===== config.mk =====
export PLATFORM = sky130hd
export DESIGN_NAME = ring_feeder
export DESIGN_NICKNAME = d
export VERILOG_FILES = /design/src/rtl/ring_feeder.sv
export SDC_FILE = /design/constraint.sdc
export NUM_CORES = 1
export LEC_CHECK = 0
export CAP_MARGIN = 15
export CORE_MARGIN = 2
export CORE_UTILIZATION = 50
export CTS_CLUSTER_SIZE = 10
export DETAILED_ROUTE_END_ITERATION = 12
export GPL_ROUTABILITY_DRIVEN = 0
export PLACE_DENSITY = 0.74
export SLEW_MARGIN = 25
export SYNTH_ARGS = -nofsm -noshare
export SYNTH_HDL_FRONTEND = slang
export SYNTH_SLANG_ARGS = --single-unit

===== constraint.sdc =====
create_clock -name clk -period 1.9 [get_ports clk]
set_input_delay 0.38 -clock clk [delete_from_list [all_inputs] [get_ports clk]]
set_output_delay 0.38 -clock clk [all_outputs]
set_load 0.02 [all_outputs]

===== src/rtl/ring_feeder.sv =====
// Feeds a systolic ring of N PEs: loads an NxN matrix A and vector X over a
// valid/ready stream, then seeds the PEs and streams one rotated coefficient per PE per step.

module ring_feeder_lane #(
    parameter int N    = 4,
    parameter int W    = 16,
    parameter int LANE = 0,
    localparam int SW  = $clog2(N)
) (
    input  logic          clk,
    input  logic          wr_a,
    input  logic [SW-1:0] wr_col,
    input  logic          wr_x,
    input  logic [W-1:0]  wr_data,
    input  logic [SW-1:0] step,
    output logic [W-1:0]  a_sel,
    output logic [W-1:0]  x_val
);
    logic [N-1:0][W-1:0] row_q;
    logic [W-1:0]        x_q;
    logic [SW:0]         col;

    always_ff @(posedge clk) begin
        if (wr_a) row_q[wr_col] <= wr_data;
        if (wr_x) x_q <= wr_data;
    end

    // (LANE + step) mod N, both operands < N so one conditional subtract suffices
    always_comb begin
        col = (SW+1)'(LANE) + {1'b0, step};
        if (col >= (SW+1)'(N)) col = col - (SW+1)'(N);
    end

    assign a_sel = row_q[col[SW-1:0]];
    assign x_val = x_q;
endmodule

module ring_feeder #(
    parameter int N = 4,
    parameter int W = 16
) (
    input  logic         clk,
    input  logic         reset,
    input  logic [W-1:0] in_data,
    input  logic         in_valid,
    output logic         in_ready,
    input  logic         start,
    output logic         busy,
    output logic         done,
    output logic         pe_load,
    output logic         pe_en,
    output logic [N*W-1:0] x_init_bus,
    output logic [N*W-1:0] a_bus
);
    localparam int SW = $clog2(N);
    localparam int NW = N*N + N;
    localparam int CW = $clog2(NW);

    typedef enum logic [2:0] {IDLE, LOAD, LOADED, INIT, RUN, DONE} state_t;

    state_t        state, state_n;
    logic [CW-1:0] wcnt, wcnt_n;
    logic [SW:0]   row, row_n;     // row == N addresses the X vector
    logic [SW-1:0] col, col_n;
    logic [SW-1:0] s, s_n;
    logic          xfer, last_word;

    logic [N-1:0][W-1:0] a_sel, x_val, a_q, x_q;

    assign xfer      = in_valid && in_ready;
    assign last_word = (wcnt == CW'(NW-1));

    always_comb begin
        state_n = state;
        wcnt_n  = wcnt;
        row_n   = row;
        col_n   = col;
        s_n     = s;
        if (xfer && !last_word) begin
            wcnt_n = wcnt + CW'(1);
            if (col == SW'(N-1)) begin
                col_n = '0;
                row_n = row + (SW+1)'(1);
            end else begin
                col_n = col + SW'(1);
            end
        end
        case (state)
            IDLE:    if (xfer) state_n = last_word ? LOADED : LOAD;
            LOAD:    if (xfer && last_word) state_n = LOADED;
            LOADED:  if (start) state_n = INIT;
            INIT: begin
                state_n = RUN;
                s_n     = '0;
            end
            RUN: begin
                if (s == SW'(N-1)) state_n = DONE;
                else               s_n = s + SW'(1);
            end
            DONE: begin
                state_n = IDLE;
                wcnt_n  = '0;
                row_n   = '0;
                col_n   = '0;
                s_n     = '0;
            end
            default: state_n = IDLE;
        endcase
    end

    // Lanes read with the next step so a_bus is registered alongside the state.
    for (genvar i = 0; i < N; i++) begin : g_lane
        ring_feeder_lane #(.N(N), .W(W), .LANE(i)) u_lane (
            .clk     (clk),
            .wr_a    (xfer && row == (SW+1)'(i)),
            .wr_col  (col),
            .wr_x    (xfer && row == (SW+1)'(N) && col == SW'(i)),
            .wr_data (in_data),
            .step    (s_n),
            .a_sel   (a_sel[i]),
            .x_val   (x_val[i])
        );
    end

    always_ff @(posedge clk or negedge reset) begin
        if (!reset) begin
            state    <= IDLE;
            wcnt     <= '0;
            row      <= '0;
            col      <= '0;
            s        <= '0;
            in_ready <= 1'b1;
            busy     <= 1'b0;
            done     <= 1'b0;
            pe_load  <= 1'b0;
            pe_en    <= 1'b0;
            x_q      <= '0;
            a_q      <= '0;
        end else begin
            state    <= state_n;
            wcnt     <= wcnt_n;
            row      <= row_n;
            col      <= col_n;
            s        <= s_n;
            in_ready <= (state_n == IDLE) || (state_n == LOAD);
            busy     <= (state_n == INIT) || (state_n == RUN);
            done     <= (state_n == DONE);
            pe_load  <= (state_n == INIT);
            pe_en    <= (state_n == RUN);
            x_q      <= (state_n == INIT) ? x_val : '0;
            a_q      <= (state_n == RUN)  ? a_sel : '0;
        end
    end

    assign x_init_bus = x_q;
    assign a_bus      = a_q;
endmodule


==> impl_metrics.env <==
export IMPL_final_layout_size_suffix_gt1_frac=0.1571
export IMPL_setup_slack_ns=-0.0008571
export IMPL_finalHoldViolations=0
export IMPL_p_leak_uw=0.009977
export IMPL_yosys_warnings=0
export IMPL_swShare=0.2223
export IMPL_port_buffers=152
export IMPL_fin_crit_ns=1.901
export IMPL_ys_ff_latch=468
export IMPL_maxCapViolCount=0
export IMPL_first_global_vias=8285
export IMPL_period_share=1.000
export IMPL_root_buffer="clkbuf_16"
export IMPL_dominantRegCellSynth="edfxtp_1"
export IMPL_powerDensity_mw_per_mm2=1049
export IMPL_post_route_util=0.6616
export IMPL_synth_edf_count=320
export IMPL_core_mm2=0.03229
export IMPL_peakVddDrop_mv=0.7511
export IMPL_path_cells="and3_4 -> a211oi_4 -> buf_6 -> clkbuf_16 -> clkbuf_16 -> mux2i_1 -> o22ai_2"
export IMPL_outcome="complete, but fails checks"
export IMPL_power_uw=22400
export IMPL_die_area_mm2=0.03404
export IMPL_fmax_ghz=0.5261
export IMPL_h_tree_depth=2
export IMPL_synth_distinct_cells=36
export IMPL_synth_cells=869
export IMPL_pwr_share_clk=0.399
export IMPL_routed_wirelength_um=33370
export IMPL_combPwrFrac=0.077
export IMPL_drtIter0Drc=747
export IMPL_grt_pass1_wl_um=48180
export IMPL_clk_path_buf_depth=3
export IMPL_intPower_uw=17420
export IMPL_end_kind="flip-flop"
export IMPL_max_stage_delay_ns=0.44
export IMPL_track_usage=0.1913
export IMPL_power_switching_uw=4981
export IMPL_synthArstFlopShare=0.3162
export IMPL_antenna_found_initial=0
export IMPL_crit_buf_inv=3
export IMPL_relSlewSlack=0.7473
export IMPL_yosysSeqAreaShare=0.8173
export IMPL_cts_buffers_inserted=52
export IMPL_boundaryPins=153
export IMPL_syn_num_nets=899
export IMPL_vias_per_cell=5.206
export IMPL_chipHeight_um=184.5
export IMPL_grt_start_max_net_pins=67
export IMPL_worstPathRequired_ns=2.30
export IMPL_syn_cell_area_mm2=0.01629
export IMPL_fp_dieW_um=184.5
export IMPL_start_kind="flip-flop"
export IMPL_dpl_cell_area_mm2=0.01904
export IMPL_drtPass1Iterations=5
export IMPL_syn_avg_cell_area_um2=18.74
export IMPL_worstMarginPinSlew_ns=0.3791
export IMPL_crit_fanout=7
export IMPL_final_area_mm2=0.02136
export IMPL_seq_power_share=0.524
export IMPL_crit_top_cell="clkbuf_16"
export IMPL_grt_ovfl_total=0
export IMPL_crit_type="reg -> reg"
export IMPL_cts_tree="done"
export IMPL_path_delay_family="buffers and inverters"
export IMPL_drv_slew=0
export IMPL_setup_viol=1
export IMPL_clkTransAtPathRegs_ns=0.06
export IMPL_hp_class="in -> async"
export IMPL_worstPathArrival_ns=2.30
export IMPL_violations="setup timing"
export IMPL_start_util=0.5045
export IMPL_rsz0062_at_grt="yes"
export IMPL_wire_per_inst_um=20.75
export IMPL_dp_hpwl_um=18560
export IMPL_num_vias=8371
export IMPL_final_setup_tns_ns=-0.0008571
export IMPL_ant_nets=0
export IMPL_cts_sinks=468
export IMPL_synthToLayoutAreaGrowth_pct=31.15
export IMPL_clock_skew_ns=0.01657
export IMPL_clk_latency_ns=0.56
export IMPL_whs_ns=0.2953
export IMPL_row_count=66
export IMPL_drc=0
export IMPL_nNetsFinal=1151
export IMPL_crit_path_top_delay_cell="dfrtp_2"
[flip-flops by register name (all words and copies together), names as in the netlist]
| register | count |
|---|---|
| g_lane.u_lane.row_q | 256 |
| a_bus | 64 |
| g_lane.u_lane.x_val | 64 |
| x_init_bus | 64 |
| wcnt | 5 |
| row | 3 |
| state | 3 |
| col | 2 |
| s | 2 |
| busy | 1 |
| done | 1 |
| in_ready | 1 |
| pe_en | 1 |
| pe_load | 1 |
[cell usage in the layout (no fill, tap or decap), types with 3 or more instances in the layout]
master             n
edfxtp_1         320
dfrtp_1          146
mux2i_1          105
and2_1            77
clkdlybuf4s50_1   65
dlymetal6s2s_1    65
clkbuf_16         63
o22ai_1           59
clkbuf_1          43
buf_4             37
buf_12            28
dlygate4sd2_1     21
nor2_1            14
mux2i_2           12
mux2i_4           12
a21oi_1           11
ha_1              10
and3_1             8
inv_1              8
o22ai_2            6
nand2_1            6
and2_2             4
buf_6              4
buf_16             4
xor2_1             3
nand3_1            3
[path summary, 6_finish.rpt]
path                                                 from             end  slack (ns)  cells after the start
worst max-delay path                             state[1]       a_bus[46]     -0.0009                      7
worst min-delay path                                reset  x_init_bus[10]        0.30                      2
worst max register to register                   state[1]       a_bus[46]     -0.0009                      7
worst min register to register  g_lane[0].u_lane.x_val[7]   x_init_bus[7]        0.44                      1
max in group asynchronous                           reset        in_ready        1.00                      3
min in group clk                g_lane[0].u_lane.x_val[7]   x_init_bus[7]        0.44                      1
[what timing repair did]
item / 4_1_cts / 5_1_grt
cloned: 0 / 11
hold buffers: 1 / 0
hold endpoints to repair: 33 / 0
pin swaps: 0 / 7
gates resized for setup: 28 / 121
setup endpoints to repair: 39 / 124
buffers inserted: 3 / 3
[per-stage QoR]
step,worst slack (ns),instances
after floorplan,0.02244,869
after global placement,-0.1919,1492
after detailed placement,-0.1755,1492
after CTS,-0.004309,1594
after global routing,-0.06540,1607
final,-0.0008571,1608
[cells in the mapped netlist (3+ instances only)]
| cell | count | area [µm²] |
|---|---|---|
| nor2_1 | 14 | 52.55 |
| mux2i_1 | 129 | 1291 |
| buf_4 | 12 | 90.09 |
| ha_1 | 10 | 125.1 |
| xor2_1 | 3 | 26.28 |
| and2_1 | 81 | 506.7 |
| a21oi_1 | 11 | 55.05 |
| and3_1 | 10 | 62.56 |
| dfrtp_1 | 147 | 3679 |
| clkbuf_1 | 19 | 71.32 |
| inv_1 | 8 | 30.03 |
| nand2_1 | 7 | 26.28 |
| nand3_1 | 3 | 15.01 |
| buf_2 | 5 | 25.02 |
| o22ai_1 | 65 | 406.6 |
| edfxtp_1 | 320 | 9609 |
[final cells by class]
class | instances | area (µm²)
antenna | 1 | 2.502
sequential | 468 | 13320
clock inverter | 2 | 46.29
multi-input combinational | 354 | 3008
timing repair buffer | 236 | 2917
tap | 442 | 553.0
inverter | 9 | 33.78
clock buffer | 96 | 1488
fill | 2107 | 10930
[metal layers]
layer	GRT usage	wire length [µm]	vias up
met1	0.2698	14430	4212
met5	0	0	-
met3	0.03478	2104	50
met2	0.3120	16270	327
li1	-	-	3782
met4	0.04736	571	0
[logic make-up after synthesis]
| group | Yosys count | share of synthesized area |
|---|---|---|
| DFF | 468 | 0.8173 |
| muxes | 129 | 0.07927 |
| and+or+nand+nor | 126 | 0.04624 |
| AOI/OAI and AO/OA | 84 | 0.03226 |
| buffers and inverters | 47 | 0.01452 |
| adders and majority gates | 10 | 0.007681 |
| xor gates and xnor gates | 5 | 0.002689 |
[power by group through the flow]
stage | Sequential, µW | Combinational [µW] | Clock, µW
finish | 11700 | 1730 | 8940
global route | 11800 | 1880 | 9580
CTS | 11700 | 1690 | 9100
detailed placement | 11900 | 1690 | 0
global placement | 11900 | 1650 | 0
floorplan | 11900 | 738 | 0
No activity file was read; power rests on OpenSTA's default activity.
